===== config.mk =====
export PLATFORM = sky130hd
export DESIGN_NAME = hazard_scoreboard
export DESIGN_NICKNAME = d
export VERILOG_FILES = /design/src/rtl/arm_pipe_pkg.sv /design/src/rtl/scoreboard_entry.sv /design/src/rtl/hazard_scoreboard.sv
export SDC_FILE = /design/constraint.sdc
export NUM_CORES = 1
export LEC_CHECK = 0
export ABC_AREA = 1
export CAP_MARGIN = 20
export CORE_MARGIN = 2
export CORE_UTILIZATION = 45
export CTS_CLUSTER_SIZE = 12
export DETAILED_ROUTE_END_ITERATION = 10
export PLACE_DENSITY = 0.64
export SLEW_MARGIN = 40
export SYNTH_ARGS = -nofsm -noshare
export SYNTH_HDL_FRONTEND = slang
export SYNTH_SLANG_ARGS = --single-unit

===== constraint.sdc =====
create_clock -name clk -period 13.7 [get_ports clk]
set_input_delay 2.055 -clock clk [delete_from_list [all_inputs] [get_ports clk]]
set_output_delay 2.055 -clock clk [all_outputs]
set_load 0.1 [all_outputs]

===== src/rtl/arm_pipe_pkg.sv =====
// ---------------------------------------------------------------------------
// arm_pipe_pkg
//   Shared constants and types for the ARM pipeline hazard scoreboard.
//   - LAT_ALU / LAT_LOAD : canonical result latencies of the two common
//                          instruction classes.
//   - REG_PC             : register index that holds the PC. It never creates
//                          a data hazard.
//   - DEF_REG_AW/DEF_LAT_W : default register-index and counter widths.
//   - sb_entry_t         : one scoreboard entry at the default widths.
// ---------------------------------------------------------------------------
package arm_pipe_pkg;

  localparam int LAT_ALU    = 1;
  localparam int LAT_LOAD   = 2;
  localparam int REG_PC     = 15;

  localparam int DEF_REG_AW = 4;
  localparam int DEF_LAT_W  = 3;

  typedef struct packed {
    logic                 pend;
    logic [DEF_LAT_W-1:0] rdy_cnt;
    logic [DEF_LAT_W:0]   wb_cnt;
  } sb_entry_t;

endpackage


===== src/rtl/scoreboard_entry.sv =====
// ---------------------------------------------------------------------------
// scoreboard_entry
//   Countdown state for one architectural register.
//   Ports:
//     clk, rst      clock / asynchronous active-low reset
//     freeze        pipeline frozen by data-memory wait; counters hold
//     load          a new write to this register is accepted this cycle
//     load_lat      result latency of that write (already forced >= 1)
//     kill          the in-flight write to this register is wrong-path
//     pend          a write to this register is in flight
//     rdy_cnt       cycles until the result reaches the bypass network
//     wb_cnt        cycles until the result is written to the register file
//     pend_nxt      value pend takes on the next edge (for the popcount)
// ---------------------------------------------------------------------------
module scoreboard_entry
  import arm_pipe_pkg::*;
#(
  parameter int LAT_W  = DEF_LAT_W,
  parameter int WB_GAP = 1
) (
  input  logic             clk,
  input  logic             rst,
  input  logic             freeze,
  input  logic             load,
  input  logic [LAT_W-1:0] load_lat,
  input  logic             kill,
  output logic             pend,
  output logic [LAT_W-1:0] rdy_cnt,
  output logic [LAT_W:0]   wb_cnt,
  output logic             pend_nxt
);

  localparam logic [LAT_W-1:0] RDY_ONE = LAT_W'(1);
  localparam logic [LAT_W:0]   WB_ONE  = (LAT_W+1)'(1);
  localparam logic [LAT_W:0]   GAP_W   = (LAT_W+1)'(WB_GAP);

  logic [LAT_W-1:0] rdy_nxt;
  logic [LAT_W:0]   wb_nxt;

  // Kill and load never coincide (a flush blocks acceptance), so their
  // order only documents intent. A load wins over the countdown so that a
  // re-issue on the retiring edge keeps the register pending.
  always_comb begin
    pend_nxt = pend;
    rdy_nxt  = rdy_cnt;
    wb_nxt   = wb_cnt;
    if (kill) begin
      pend_nxt = 1'b0;
      rdy_nxt  = '0;
      wb_nxt   = '0;
    end else if (load) begin
      pend_nxt = 1'b1;
      rdy_nxt  = load_lat;
      wb_nxt   = {1'b0, load_lat} + GAP_W;
    end else if (pend && !freeze) begin
      if (rdy_cnt != '0) begin
        rdy_nxt = rdy_cnt - RDY_ONE;
      end
      if (wb_cnt <= WB_ONE) begin
        pend_nxt = 1'b0;
        rdy_nxt  = '0;
        wb_nxt   = '0;
      end else begin
        wb_nxt = wb_cnt - WB_ONE;
      end
    end
  end

  always_ff @(posedge clk or negedge rst) begin
    if (!rst) begin
      pend    <= 1'b0;
      rdy_cnt <= '0;
      wb_cnt  <= '0;
    end else begin
      pend    <= pend_nxt;
      rdy_cnt <= rdy_nxt;
      wb_cnt  <= wb_nxt;
    end
  end

endmodule


===== src/rtl/hazard_scoreboard.sv =====
// ---------------------------------------------------------------------------
// hazard_scoreboard
//   Latency-aware hazard unit beside the ID stage. Tracks in-flight register
//   writes with one countdown entry per architectural register and decides
//   whether the ID instruction must stall or can be accepted.
//   Ports:
//     clk, rst        clock / asynchronous active-low reset
//     forward         bypass network enabled
//     issue_*         ID-stage instruction: valid, sources, destination,
//                     result latency (0 is treated as 1)
//     mem_wait        data memory busy; whole pipeline frozen
//     flush           taken branch; kills the instruction in ID and the one
//                     issued on the previous cycle
//     stall           hold PC/IF/ID this cycle (combinational)
//     issue_ack       ID instruction accepted this cycle
//     pending_cnt     registered count of pending registers
//   Optional (macro STALL_STATS_EN):
//     stall_cycles    saturating count of stalled cycles
//     raw_stalls      saturating count of cycles with a source hazard
// ---------------------------------------------------------------------------
module hazard_scoreboard
  import arm_pipe_pkg::*;
#(
  parameter int NUM_REGS = 16,
  parameter int REG_AW   = DEF_REG_AW,
  parameter int LAT_W    = DEF_LAT_W,
  parameter int WB_GAP   = 1
) (
  input  logic              clk,
  input  logic              rst,
  input  logic              forward,
  input  logic              issue_valid,
  input  logic [REG_AW-1:0] issue_src1,
  input  logic [REG_AW-1:0] issue_src2,
  input  logic              issue_two_src,
  input  logic              issue_wb_en,
  input  logic [REG_AW-1:0] issue_dest,
  input  logic [LAT_W-1:0]  issue_lat,
  input  logic              mem_wait,
  input  logic              flush,
  output logic              stall,
  output logic              issue_ack,
  output logic [REG_AW:0]   pending_cnt
`ifdef STALL_STATS_EN
  ,
  output logic [31:0]       stall_cycles,
  output logic [31:0]       raw_stalls
`endif
);

  localparam int             TBL   = 1 << REG_AW;
  localparam logic [LAT_W:0] GAP_W = (LAT_W+1)'(WB_GAP);

  logic [NUM_REGS-1:0] pend;
  logic [NUM_REGS-1:0] pend_nxt;
  logic [LAT_W-1:0]    rdy_cnt [NUM_REGS];
  logic [LAT_W:0]      wb_cnt  [NUM_REGS];

  logic [TBL-1:0]      haz_tbl;
  logic [TBL-1:0]      waw_tbl;

  logic [LAT_W-1:0]    lat_eff;
  logic [LAT_W:0]      wb_need;
  logic                src1_haz;
  logic                src2_haz;
  logic                waw_haz;

  logic                last_valid;
  logic [REG_AW-1:0]   last_dest;

  assign lat_eff = (issue_lat == '0) ? LAT_W'(LAT_ALU) : issue_lat;
  assign wb_need = {1'b0, lat_eff} + GAP_W;

  // Per-register hazard tables, padded to the full index range so that
  // indices with no tracked register read as hazard-free. With forwarding,
  // a ready count of 1 means the result reaches the bypass in time for the
  // consumer, so only counts above 1 stall.
  for (genvar g = 0; g < TBL; g++) begin : g_reg
    if (g < NUM_REGS) begin : g_live
      scoreboard_entry #(
        .LAT_W  (LAT_W),
        .WB_GAP (WB_GAP)
      ) u_entry (
        .clk      (clk),
        .rst      (rst),
        .freeze   (mem_wait),
        .load     (issue_ack && issue_wb_en && (issue_dest == REG_AW'(g))),
        .load_lat (lat_eff),
        .kill     (flush && last_valid && (last_dest == REG_AW'(g))),
        .pend     (pend[g]),
        .rdy_cnt  (rdy_cnt[g]),
        .wb_cnt   (wb_cnt[g]),
        .pend_nxt (pend_nxt[g])
      );
      if (g == REG_PC) begin : g_pc
        assign haz_tbl[g] = 1'b0;
      end else begin : g_gpr
        assign haz_tbl[g] = pend[g] && (!forward || (rdy_cnt[g] > LAT_W'(1)));
      end
      assign waw_tbl[g] = pend[g] && (wb_need <= wb_cnt[g]);
    end else begin : g_none
      assign haz_tbl[g] = 1'b0;
      assign waw_tbl[g] = 1'b0;
    end
  end

  // Stall and accept decisions are same-cycle so IF/ID can be held at once.
  always_comb begin
    src1_haz  = haz_tbl[issue_src1];
    src2_haz  = issue_two_src && haz_tbl[issue_src2];
    waw_haz   = issue_wb_en && waw_tbl[issue_dest];
    stall     = issue_valid && (src1_haz || src2_haz || waw_haz || mem_wait);
    issue_ack = issue_valid && !stall && !flush;
  end

  // The last-issue record only needs to remember writes: an accepted
  // instruction without a destination has no entry for a flush to kill.
  always_ff @(posedge clk or negedge rst) begin
    if (!rst) begin
      last_valid <= 1'b0;
      last_dest  <= '0;
    end else if (flush) begin
      last_valid <= 1'b0;
    end else if (!mem_wait) begin
      last_valid <= issue_ack && issue_wb_en;
      if (issue_ack) begin
        last_dest <= issue_dest;
      end
    end
  end

  function automatic logic [REG_AW:0] count_ones(input logic [NUM_REGS-1:0] v);
    logic [REG_AW:0] n;
    n = '0;
    for (int i = 0; i < NUM_REGS; i++) begin
      n = n + (REG_AW+1)'(v[i]);
    end
    return n;
  endfunction

  // Counting the next-state vector keeps pending_cnt in step with pend.
  always_ff @(posedge clk or negedge rst) begin
    if (!rst) begin
      pending_cnt <= '0;
    end else begin
      pending_cnt <= count_ones(pend_nxt);
    end
  end

`ifdef STALL_STATS_EN
  logic raw_haz;

  assign raw_haz = issue_valid && (src1_haz || src2_haz);

  always_ff @(posedge clk or negedge rst) begin
    if (!rst) begin
      stall_cycles <= '0;
      raw_stalls   <= '0;
    end else begin
      if (stall && (stall_cycles != '1)) begin
        stall_cycles <= stall_cycles + 32'd1;
      end
      if (raw_haz && (raw_stalls != '1)) begin
        raw_stalls <= raw_stalls + 32'd1;
      end
    end
  end
`endif

endmodule


# Word-level counts from Yosys, hierarchy flattened
# Cells that the tools add are included.
[word_totals] in_bits=23 out_inout_bits=7 wordCells=565 regBits=135
[classes] bitwise_logic=2 reduce_logical=173 addsub=47 eq_ne=31 muxes=212 order_cmp=50
[ops] op="4-bit 2-to-1 mux" count=64
[ops] op="3-bit 2-to-1 mux" count=76
[ops] op="3-bit nonzero test" count=31
[ops] op="1-bit logical AND" count=86
[ops] op="1-bit 2-to-1 mux" count=69
[ops] op="4-bit equality test, second input constant" count=16
[ops] op="4-bit by 1-bit less-or-equal comparator with 1-bit output, second input constant" count=16
[ops] op="4-bit less-or-equal comparator" count=16
[ops] op="4-bit by 1-bit subtractor with 4-bit output, second input constant" count=16
[ops] op="4-bit nonzero test" count=15
[ops] op="5-bit by 1-bit adder with 5-bit output" count=11
[ops] op="3-bit by 1-bit > comparator with 1-bit output, second input constant" count=15
[ops] op="3-bit by 1-bit subtractor with 3-bit output, second input constant" count=15
[ops] op="4-bit by 3-bit equality test with 1-bit output, second input constant" count=8
[ops] op="2-bit AND reduction" count=15
[ops] op="1-bit logical OR" count=18
[ops] op="4-bit by 2-bit equality test with 1-bit output, second input constant" count=4
[ops] op="4-bit by 5-bit less-than comparator with 1-bit output, second input constant" count=3
[ops] op="1-bit binary-select mux with 4-bit select" count=3
[ops] op="4-bit by 1-bit equality test with 1-bit output, second input constant" count=2
[ops] op="4-bit zero test" count=2
[ops] op="4-bit by 1-bit adder with 5-bit output" count=1
[ops] op="3-bit by 1-bit adder with 4-bit output" count=1
[ops] op="3-bit by 1-bit adder with 4-bit output, second input constant" count=1
[ops] op="7 further kinds" count=11

# Logic depth before layout (Yosys ltp)
[depth] ltp_word=33 mapped_depth=35

# By module
# A second synthesis with hierarchy kept.
[unflattened] hier_cells=1894 hier_area_um2=13444.1
[by_module_without_submodules] mod="scoreboard_entry at g_reg[0].g_live.u_entry ..." seq_area_each_um2=200.2 area_each_um2=626.9 instances=15 cells_each=82
[by_module_without_submodules] mod="hazard_scoreboard" seq_area_each_um2=250.2 area_each_um2=3419.5 instances=1 cells_each=578
[by_module_without_submodules] mod="scoreboard_entry at g_reg[15].g_live.u_entry" seq_area_each_um2=200.2 area_each_um2=621.8 instances=1 cells_each=86

# Least setup slack after synthesis
# Ideal clock, no wire load.
[synth_path] path_kind="input port to output port" from="input port issue_lat[1]" to="output port stall" slack_ns=5.968 arrival_time_ns=5.677 t_required_ns=11.645 stages=18 cell_sequence="nand3_2 buf_2 nand2_1 clkbuf_1 inv_1 ha_1 nand2_1 inv_1 nor3_1 nor2_1 nor2_1 nor2_1 nor2_1 nand3_1 nor2_1 nor2_4 buf_12 nor2_1"
[synth_between] elab_chain_len=11
[synth_rtl] element="start: declaration" line_no="hazard_scoreboard.sv:38" source="input logic [LAT_W-1:0] issue_lat,"
[synth_rtl] element="3-bit zero test" line_no="hazard_scoreboard.sv:71" source="assign lat_eff = (issue_lat == '0) ? LAT_W'(LAT_ALU) : issue_lat;"
[synth_rtl] element="3-bit 2-to-1 mux *" line_no="hazard_scoreboard.sv:71"
[synth_rtl] element="3-bit by 1-bit adder with 4-bit output *" line_no="hazard_scoreboard.sv:72" source="assign wb_need = {1'b0, lat_eff} + GAP_W;"
[synth_rtl] element="4-bit less-or-equal comparator" line_no="hazard_scoreboard.sv:100" source="assign waw_tbl[g] = pend[g] && (wb_need <= wb_cnt[g]);"
[synth_rtl] element="1-bit logical AND" line_no="hazard_scoreboard.sv:100"
[synth_rtl] element="1-bit binary-select mux with 4-bit select *" line_no="hazard_scoreboard.sv:111" source="waw_haz = issue_wb_en && waw_tbl[issue_dest];"
[synth_rtl] element="1-bit 2-to-1 mux (implied by the code) *" line_no="hazard_scoreboard.sv:111"
[synth_rtl] element="1-bit logical AND *" line_no="hazard_scoreboard.sv:111"
[synth_rtl] element="1-bit logical OR * (2 in a row)" line_no="hazard_scoreboard.sv:112" source="stall = issue_valid && (src1_haz || src2_haz || waw_haz || mem_wait);"
[synth_rtl] element="1-bit logical AND *" line_no="hazard_scoreboard.sv:112"
[synth_rtl] element="end: declaration" line_no="hazard_scoreboard.sv:41" source="output logic stall,"
# Mark *: on every way between the ends. The rest lies on a longest branch, timed or not. The select of a mux whose other input is x is not followed.

# Final worst setup path
[layout_path] from="input port issue_lat[0]" to="register pending_cnt[2]"
[layout_lines] element="3-bit zero test" line_no="hazard_scoreboard.sv:71"
[layout_lines] element="3-bit 2-to-1 mux *" line_no="hazard_scoreboard.sv:71"
[layout_lines] element="3-bit by 1-bit adder with 4-bit output *" line_no="hazard_scoreboard.sv:72"
[layout_lines] element="4-bit less-or-equal comparator" line_no="hazard_scoreboard.sv:100"
[layout_lines] element="1-bit logical AND" line_no="hazard_scoreboard.sv:100"
[layout_lines] element="1-bit binary-select mux with 4-bit select *" line_no="hazard_scoreboard.sv:111"
[layout_lines] element="1-bit 2-to-1 mux (implied by the code) *" line_no="hazard_scoreboard.sv:111"
[layout_lines] element="1-bit logical AND *" line_no="hazard_scoreboard.sv:111"
[layout_lines] element="1-bit logical OR * (2 in a row)" line_no="hazard_scoreboard.sv:112"
[layout_lines] element="1-bit logical AND *" line_no="hazard_scoreboard.sv:112"
[layout_lines] element="1-bit zero test *" line_no="hazard_scoreboard.sv:113" source="issue_ack = issue_valid && !stall && !flush;"
[layout_lines] element="1-bit logical AND * (2 in a row)" line_no="hazard_scoreboard.sv:113"
[layout_lines] element="1-bit logical AND * (2 in a row)" line_no="hazard_scoreboard.sv:87" source=".load (issue_ack && issue_wb_en && (issue_dest == REG_AW'(g))),"
[layout_lines] element="1-bit 2-to-1 mux *" line_no="scoreboard_entry.sv:51" source="end else if (load) begin"
[layout_lines] element="1-bit 2-to-1 mux *" line_no="scoreboard_entry.sv:47" source="if (kill) begin"
[layout_lines] element="net g_reg[11].g_live.u_entry.pend_nxt" line_no="scoreboard_entry.sv:30" source="output logic pend_nxt"
[layout_lines] element="5-bit by 1-bit adder with 5-bit output * (5 in a row)" line_no="hazard_scoreboard.sv:136" source="n = n + (REG_AW+1)'(v[i]);"
[layout_lines] element="end signal: assignment" line_no="hazard_scoreboard.sv:146" source="pending_cnt <= count_ones(pend_nxt);"
[layout_lines] element="end: declaration" line_no="hazard_scoreboard.sv:43" source="output logic [REG_AW:0] pending_cnt"
# Mark *: on every way through the listed nets, which the timed path passes. The rest lies on a longest branch. The select of a mux whose other input is x is not followed.
# A chain may end at the register's enable or synchronous reset.

==> run metrics <==
post-route antenna net violation count 0; Ports 30; period utilization 73.59%; initial antenna violation count 0; max-slew violation count 0; vias in the first global route 11.73k; RSZ-0062 raised after global routing no; Slew headroom 45.05%; commonest non-fill, non-tap cell in the layout nand2_1; TritonRoute pass-1 iters 6; DIE WIDTH 171.4 µm; starting density of the core 45.54%; core region area 27710 µm²; clock sinks 135; Crit path required time 14030 ps; hold_sp last_valid; Crit. Startpoint issue_lat[0]; FF+latch count, synth 135; Period minus WS final 10080 ps; Area Overhead vs Synth 9.164%; reg2reg setup slack 7380 ps; routed wire length 38.24 mm; Worst Reg-to-Reg Cells 25; Async S/R FF share, synth 100.0%; largest net degree at the start of global routing 79; Synth Net Count 2027; cell leakage power 7.246 nW; CP max-delay cell nand2_1; Max stage delay on crit path 680 ps; hold crit path type reg -> reg; Rows 61; # hold bufs at CTS 0; status finished, final reports clean; post-DR vias/cell 5.425; Crit. End Element flop; most frequent CP cell nand2_1; Max Freq 99.18 MHz; vias post-DR 12.33k; Clock Skew 18.17 ps; CTS Buffer Depth 2; crit path DAT 10410 ps; DR iter-0 viols 1033; pwr/cell area 171.0 nW/µm²; startpoint types input port; chip height 171.4 µm; gr usage total 27.04%; port bufs 29; Synthesis Warnings 0; most frequent cells in the layout 520 x nand2_1, 293 x nand3_1, 279 x inv_1, 135 x dfrtp_1; Post-Place Cells 2240; post-CTS sizing 0; cts bufs inserted 17; Placer Congestion 0.9493; Hold Path Depth 2; Worst-Skew Late Latency 450 ps; layout cell share with drive strength beyond 1 5.808%; clk slew on worst S/H paths 70 ps; die area 29390 µm²; Antenna Diode Count 0; routed len/inst 16.83 µm; Slew @ Worst Pin 823.4 ps; Pwr Total 2.355 mW; final instance count without filler cells 2272; setup violators final 0; Final Util 49.71%; Synth Instances 1866; Total Neg Setup Slack 0 ps; Post-CTS Setup Inserts 0; remaining global-route overflow 0; EDFF count, synth 0; Min-Delay Endpoint last_valid; Worst Path Max Fanout 33; reg-to-reg critical path endpoint pending_cnt[2]; dpl hpwl 27.45 mm; top_reg_cell synth dfrtp_1; Distinct cells, synth 36; synthesized area 12620 µm²; Post-Syn Area per Cell 6.761 µm²; CTS tree yes; sequential-to-total area share from yosys stat 26.78%; # nets final 2042; CTS Root Cell clkbuf_16; Reg-to-Reg Start g_reg[11].g_live.u_entry.rdy_cnt[1]; global-route wire length before repair 61.71 mm; H-tree Lvls 4; maxcap violations 0; Crit Path Class in -> reg; Hold Violations, Final 0; # DRC 0; Max IR drop VDD 0.1139 mV
## stage by stage
stage / hold WS (ps) / setup slack, ps / area, µm²
global route: 548.4 / 3130 / 13770
CTS: 495.1 / 3772 / 13770
detailed placement: 479.3 / 3335 / 13140
global placement: 472.8 / 3038 / 13170
finish: 491.5 / 3618 / 13770
floorplan: 453.4 / 5968 / 12620
## worst max-delay path: cells and delay by family
kind                     cells  cell delay (ps)
buffers and inverters        7             1530
adder cells (fa/ha/maj)      7             3070
AND/OR/NAND/NOR             12             3050
XOR/XNOR                     1              170
AO/OA/AOI/OAI                2              500
## worst max path at each step
stage,end,slack (ps),depth (start not counted)
after CTS,pending_cnt[2],3770,29
after floorplan,stall,5970,18
after detailed placement,pending_cnt[2],3330,29
after global routing,pending_cnt[2],3130,29
after global placement,pending_cnt[2],3040,29
final,pending_cnt[2],3620,29
## layer usage
layer | vias to the layer above | GRT usage [%] | part of all wire [%] | wire [µm]
li1 | 6120 | - | - | -
met2 | 405 | 43.79 | 45 | 17260
met5 | - | 0 | 0 | 0
met4 | 0 | 10.46 | 3.2 | 1206
met1 | 5723 | 36.02 | 45 | 17330
met3 | 77 | 4.602 | 6.4 | 2434
## Yosys cell counts, types with 5 or more instances
library cell	n	area, µm²
inv_1	281	1055
o21ai_0	71	355.3
nand2_1	520	1952
nand3_2	11	110.1
ha_1	128	1602
o211ai_1	13	97.59
nand3b_1	15	112.6
nand4_4	10	212.7
nor4_1	5	31.28
o21ai_1	24	120.1
o21bai_1	6	45.04
nor2_1	129	484.2
dfrtp_1	135	3378
a21oi_1	65	325.3
buf_6	11	123.9
nand4_1	42	262.8
nor3_1	6	30.03
fa_1	10	200.2
a21oi_2	22	192.7
xor2_1	15	131.4
nand3_1	293	1466
clkbuf_1	10	37.54
buf_2	17	85.08
## state kept, by name, indices dropped and copies added (netlist names)
| signal | flops |
|---|---|
| g.g_live.u_entry.pend | 16 |
| g.g_live.u_entry.rdy_cnt | 45 |
| g.g_live.u_entry.wb_cnt | 64 |
| last_dest | 4 |
| last_valid | 1 |
| pending_cnt | 5 |
## final cells by class
cell class / count / area [µm²]
Clock buffer: 18 / 429.2
Sequential cell: 135 / 3378
Clock inverter: 14 / 197.7
Tap cell: 378 / 473.0
Multi-Input combinational cell: 1406 / 7904
Inverter: 284 / 1067
Fill cell: 2778 / 13930
Timing Repair Buffer: 37 / 322.8
## kinds of logic (layout without fill, tap and decap cells)
family	count (synthesis)	after routing	synth area share [%]
DFF	135	135	26.78
AOI/OAI and AO/OA	208	208	9.392
and+or+nand+nor	1045	1045	37.83
adders and majority gates	138	138	14.28
xor gates and xnor gates	15	15	1.041
buffers and inverters	325	353	10.68
## where the power goes
part	switching [mW]	total, mW	internal (mW)	leakage, nW
clock network	0.202	0.508	0.306	0.301
logic	0.712	1.18	0.473	5.15
registers	0.140	0.662	0.522	1.79
Note: power is estimated with default switching activity, not from simulation.
